File: config.mk
export PLATFORM = sky130hd
export DESIGN_NAME = branch_redirect_unit
export DESIGN_NICKNAME = d
export VERILOG_FILES = /design/src/rtl/branch_pkg.sv /design/src/rtl/branch_stats_counter.sv /design/src/rtl/branch_redirect_unit.sv
export SDC_FILE = /design/constraint.sdc
export NUM_CORES = 1
export LEC_CHECK = 0
export CAP_MARGIN = 10
export CORE_ASPECT_RATIO = 1.1
export CORE_MARGIN = 3
export CORE_UTILIZATION = 61
export DETAILED_ROUTE_END_ITERATION = 12
export DONT_BUFFER_PORTS = 1
export PLACE_DENSITY = 0.84
export SETUP_SLACK_MARGIN = 0.2
export SLEW_MARGIN = 5
export SYNTH_ARGS = -nofsm -noshare
export SYNTH_HDL_FRONTEND = slang
export SYNTH_SLANG_ARGS = --single-unit
File: constraint.sdc
create_clock -name Clk -period 2.39 [get_ports Clk]
set_clock_uncertainty 0.1 [all_clocks]
set_input_delay 0.3585 -clock Clk [delete_from_list [all_inputs] [get_ports Clk]]
set_output_delay 0.3585 -clock Clk [all_outputs]
set_load 0.01 [all_outputs]
File: src/rtl/branch_pkg.sv
// Shared definitions for the branch redirect slice: state encoding, widths, helpers.
// Latency: n/a (package only).
// Backpressure: n/a (package only).
package branch_pkg;

  localparam int ADDR_WIDTH      = 32;
  localparam int STALL_CNT_WIDTH = 4;

  typedef enum logic [1:0] {
    BR_IDLE     = 2'd0,
    BR_WAIT     = 2'd1,
    BR_REDIRECT = 2'd2
  } brState_t;

  // Saturating increment for the dependency-stall counter; holds at lim.
  function automatic logic [STALL_CNT_WIDTH-1:0] satInc(
    input logic [STALL_CNT_WIDTH-1:0] v,
    input logic [STALL_CNT_WIDTH-1:0] lim
  );
    return (v >= lim) ? v : v + STALL_CNT_WIDTH'(1);
  endfunction

endpackage

File: src/rtl/branch_stats_counter.sv
// Purpose: 32-bit event counter with increment enable, saturating at all-ones.
// Latency: count reflects an increment one edge after Inc is sampled high.
// Backpressure: none; Inc is sampled every cycle.
//
// Ports: Clk, Rst (async, active-high), Inc (count this cycle), Count (current value).
module branch_stats_counter (
  input  logic        Clk,
  input  logic        Rst,
  input  logic        Inc,
  output logic [31:0] Count
);

  always_ff @(posedge Clk or posedge Rst) begin
    if (Rst) begin
      Count <= 32'h0;
    end else if (Inc && (Count != 32'hFFFF_FFFF)) begin
      Count <= Count + 32'd1;
    end
  end

endmodule

File: src/rtl/branch_redirect_unit.sv
// Purpose: turns an ID-stage branch resolution into PC redirect, flushes and hazard stalls.
// Latency: taken branch resolved at edge N drives PCSrc/FlushIFID during cycle N+1.
// Backpressure: stalls PC and IF/ID while the branch operands are not ready (DepStall).
//
// Ports:
//   Clk, Rst                         clock, async active-high reset
//   BrValid, BranchFlag, DepStall    branch present in ID, comparator result, operand hazard
//   BrTarget                         branch target computed in ID
//   PCSrc, PCNext                    select and registered redirect target for the PC
//   StallPC, StallIFID               hold PC and IF/ID
//   FlushIFID, FlushIDEX             squash IF/ID, bubble ID/EX
//   StallErr                         sticky: stall ran longer than MAX_STALL cycles
// Optional macro BRANCH_STATS_EN adds BrResolvedCnt, BrTakenCnt, StallCycCnt outputs.
module branch_redirect_unit
  import branch_pkg::*;
#(
  parameter int DELAY_SLOT = 0,
  parameter int MAX_STALL  = 15
) (
  input  logic                  Clk,
  input  logic                  Rst,
  input  logic                  BrValid,
  input  logic                  BranchFlag,
  input  logic                  DepStall,
  input  logic [ADDR_WIDTH-1:0] BrTarget,
  output logic                  PCSrc,
  output logic [ADDR_WIDTH-1:0] PCNext,
  output logic                  StallPC,
  output logic                  StallIFID,
  output logic                  FlushIFID,
  output logic                  FlushIDEX,
  output logic                  StallErr
`ifdef BRANCH_STATS_EN
  ,
  output logic [31:0]           BrResolvedCnt,
  output logic [31:0]           BrTakenCnt,
  output logic [31:0]           StallCycCnt
`endif
);

  localparam logic [STALL_CNT_WIDTH-1:0] MaxStallC = STALL_CNT_WIDTH'(MAX_STALL);

  brState_t                   state;
  brState_t                   stateNxt;
  logic [STALL_CNT_WIDTH-1:0] stallCnt;
  logic [STALL_CNT_WIDTH-1:0] stallCntInc;

  // A branch can only be evaluated outside REDIRECT; in REDIRECT the ID
  // instruction is the wrong-path or delay-slot one and must be ignored.
  logic evalCycle;
  logic stallNow;
  logic resolveNow;
  logic takeNow;

  assign evalCycle   = ((state == BR_IDLE) || (state == BR_WAIT)) && BrValid;
  assign stallNow    = evalCycle && DepStall;
  assign resolveNow  = evalCycle && !DepStall;
  assign takeNow     = resolveNow && BranchFlag;
  assign stallCntInc = satInc(stallCnt, MaxStallC);

  // State register
  always_ff @(posedge Clk or posedge Rst) begin
    if (Rst) begin
      state <= BR_IDLE;
    end else begin
      state <= stateNxt;
    end
  end

  // Next-state logic
  always_comb begin
    stateNxt = state;
    unique case (state)
      BR_IDLE: begin
        if (stallNow) begin
          stateNxt = BR_WAIT;
        end else if (takeNow) begin
          stateNxt = BR_REDIRECT;
        end
      end
      BR_WAIT: begin
        // Upstream squash drops the pending branch without a redirect.
        if (!BrValid) begin
          stateNxt = BR_IDLE;
        end else if (!DepStall) begin
          stateNxt = BranchFlag ? BR_REDIRECT : BR_IDLE;
        end
      end
      BR_REDIRECT: stateNxt = BR_IDLE;
      default:     stateNxt = BR_IDLE;
    endcase
  end

  // Output logic; stall and redirect outputs live in disjoint states, so
  // PCSrc and StallPC can never be high together.
  always_comb begin
    PCSrc     = 1'b0;
    StallPC   = 1'b0;
    StallIFID = 1'b0;
    FlushIFID = 1'b0;
    FlushIDEX = 1'b0;
    unique case (state)
      BR_IDLE, BR_WAIT: begin
        StallPC   = stallNow;
        StallIFID = stallNow;
        FlushIDEX = stallNow;
      end
      BR_REDIRECT: begin
        PCSrc     = 1'b1;
        FlushIFID = 1'b1;
        // With a delay slot the instruction in ID is architecturally executed.
        FlushIDEX = (DELAY_SLOT == 0);
      end
      default: ;
    endcase
  end

  // Redirect target, stall counter and sticky stall error
  always_ff @(posedge Clk or posedge Rst) begin
    if (Rst) begin
      PCNext   <= '0;
      stallCnt <= '0;
      StallErr <= 1'b0;
    end else begin
      if (takeNow) begin
        PCNext <= BrTarget;
      end
      if ((state == BR_WAIT) && stallNow) begin
        stallCnt <= stallCntInc;
        if (stallCntInc == MaxStallC) begin
          StallErr <= 1'b1;
        end
      end else begin
        stallCnt <= '0;
      end
    end
  end

`ifdef BRANCH_STATS_EN
  branch_stats_counter uResolvedCnt (
    .Clk  (Clk),
    .Rst  (Rst),
    .Inc  (resolveNow),
    .Count(BrResolvedCnt)
  );

  branch_stats_counter uTakenCnt (
    .Clk  (Clk),
    .Rst  (Rst),
    .Inc  (takeNow),
    .Count(BrTakenCnt)
  );

  branch_stats_counter uStallCycCnt (
    .Clk  (Clk),
    .Rst  (Rst),
    .Inc  (state == BR_WAIT),
    .Count(StallCycCnt)
  );
`endif

endmodule

==> run summary <==
reg2reg start -> state[1]$_DFFE_PP0P_
H-tree levels -> 2
fin crit period -> 1860 ps
cell area after placement -> 1700 um2
Detailed Route Iter0 Violations -> 11
leading post-synthesis cells by cell area -> dfrtp_1 (57%), mux2_4 (26%), buf_12 (3.5%)
Post-Syn Nets -> 140
Die Footprint -> 3450 um2
WHS Path Cells -> 1
Syn Area/Cell -> 16.6 um2
gr usage total -> 17.2%
Final Cycle Share -> 77.9%
largest net degree at the start of global routing -> 39
worst setup path start -> state[1]$_DFFE_PP0P_
WP data required -> 1930 ps
Final setup viols -> 0
Die Wd -> 56.3 um
Fin Setup TNS -> 0 ps
WL per Instance -> 20.6 um
cell taking the most area after synthesis -> dfrtp_1
Num CTS Buffers -> 5
area of the multi-input gates -> 651 um2
Slew headroom -> 69.2%
Leak -> 0.838 nW
Reg2Reg Depth -> 3
hold_sp -> BrTarget[4]
flops & latches, synth -> 39
critical path class -> register to output port
deepest clock path buffer count -> 2
GR Overflow Total -> 0
latest clock arrival within the worst-skew pair -> 330 ps
WHS -> 59.3 ps
Mapped Area -> 1700 um2
finished layout cell area -> 1810 um2
core area -> 2570 um2
WP data arrival -> 1400 ps
Hold Vio Cnt, Final -> 0
top cells by count, synth -> dfrtp_1 (39), mux2_4 (29), nor2_1 (4)
most frequent cell after synthesis -> dfrtp_1
Port Buffers -> 0
antenna-violating nets left -> 0
vias per std cell -> 5.82
fmax -> 537 MHz
Startpoint Class -> register
reg2reg end -> PCNext[31]$_DFFE_PP0P_
Clock Pin Slew Worst Setup and Hold Paths -> 130 ps
die height -> 61.3 um
Util after Layout -> 70.6%
Placer Congestion -> 0.654
CP Max Fanout -> 5
Detailed Routing Iterations Pass 1 -> 4
initial antenna violation count -> 0
Yosys top cell area share -> 57.5%
maxcap violations -> 0
number of antenna diodes -> 0
Async S/R FF share, synth -> 100%
max-slew violations -> 0
clock sink count -> 39
peak supply drop -> 857 uV
first-pass GRT wire length -> 4380 um
PD cells -> 921 nW/um2
CTS tree -> built
outcome -> finished clean
FILL cells -> 176
Reg2Reg Setup Slack -> 720 ps
HP Class -> input port to register
Cells after Synth -> 102
Area Overhead vs Synth -> 6.71%
sequential fraction of the synthesis area -> 57.5%
synth warn -> 0
initial core utilization -> 66.1%
ys flop type -> dfrtp_1
Non-Filler Instances -> 138
crit end category -> output port
vias in the first global route -> 883
Site Rows -> 19
RSZ-0062 raised after global routing -> no
dpl ws -> 729 ps
via count -> 803
nets -> 144
FF/Latch Area -> 976 um2
hold worst-path end -> PCNext[4]$_DFFE_PP0P_
post-layout total power -> 1.67 mW
Routed WL -> 2840 um
root buffer cell -> clkbuf_4
placed cell count -> 129
Post-synth EDFFs -> 0
Cell variety after synth -> 23
IO Pins -> 75
Post-route DRC -> 0
Worst Max-Slew Pin Slew -> 462 ps
setup ws final -> 527 ps
layout cells sized above 1 -> 43.9%
placed wire-length estimate -> 2010 um
==> worst max-delay path by stage <==
stage | to | slack (ps)
after floorplan | PCNext[0]$_DFFE_PP0P_ | 890
after global placement | PCNext[31]$_DFFE_PP0P_ | 780
after detailed placement | PCNext[7]$_DFFE_PP0P_ | 730
after CTS | FlushIDEX | 490
after global routing | FlushIDEX | 420
final | FlushIDEX | 530
==> worst max-delay path, stage by stage, from the launching register on <==
cell and delay [ps]:
dfrtp_1 440, nor2b_1 420, or2_2 220
==> sequential cells by signal, summed over array words and instances (netlist names) <==
| signal | count |
|---|---|
| state | 2 |
| PCNext | 32 |
| stallCnt | 4 |
| StallErr | 1 |
==> cell usage in the layout (no fill, tap or decap), drive strengths merged, types with 2 or more instances in the layout <==
cell type | netlist | final
mux2i | 2 | 2
bufinv | 0 | 2
dfrtp | 39 | 39
nand3 | 2 | 2
nand2 | 2 | 2
buf | 6 | 2
nor2 | 4 | 4
mux2 | 32 | 32
and3b | 2 | 2
clkbuf | 0 | 5
==> power by group <==
part | leakage [nW] | internal [mW] | total [mW] | switching (mW)
sequential | 0.475 | 0.774 | 0.914 | 0.140
clock | 0.0514 | 0.325 | 0.541 | 0.216
combinational | 0.312 | 0.155 | 0.214 | 0.0588
total | 0.838 | 1.25 | 1.67 | 0.415
==> metal layers <==
layer | global-route usage (%) | up-vias | share of wire [%]
li1 | - | 359 | -
met1 | 22.7 | 395 | 41
met2 | 26.9 | 47 | 49
met3 | 6.08 | 2 | 9.6
met4 | 6.10 | 0 | 0.67
met5 | 0 | - | 0
==> what timing repair did <==
| item | 4_1_cts | 5_1_grt |
|---|---|---|
| hold endpoints to repair | 39 | 0 |
| resized for setup | 0 | 0 |
| setup buffers | 0 | 0 |
| hold buffers | 1 | 0 |
==> cells by family (layout without fill, tap and decap cells) <==
family	count (synthesis)	count (layout)	share of synthesized area [%]
mux	34	34	28.8
fa+ha+maj	1	1	0.737
simple gates	17	17	6.04
buf+inv	7	12	5.08
flops	39	39	57.5
compound gates	3	3	1.33
xor+xnor	1	1	0.516
==> cell type report <==
class / count / share of cell area (%)
sequential: 39 / 53.9
multi-input combinational: 56 / 35.9
clock inverter: 3 / 3.73
tap: 31 / 2.14
clock buffer: 5 / 2.07
timing repair buffer: 3 / 2.07
inverter: 1 / 0.207
(Power assumes the default switching activity.)
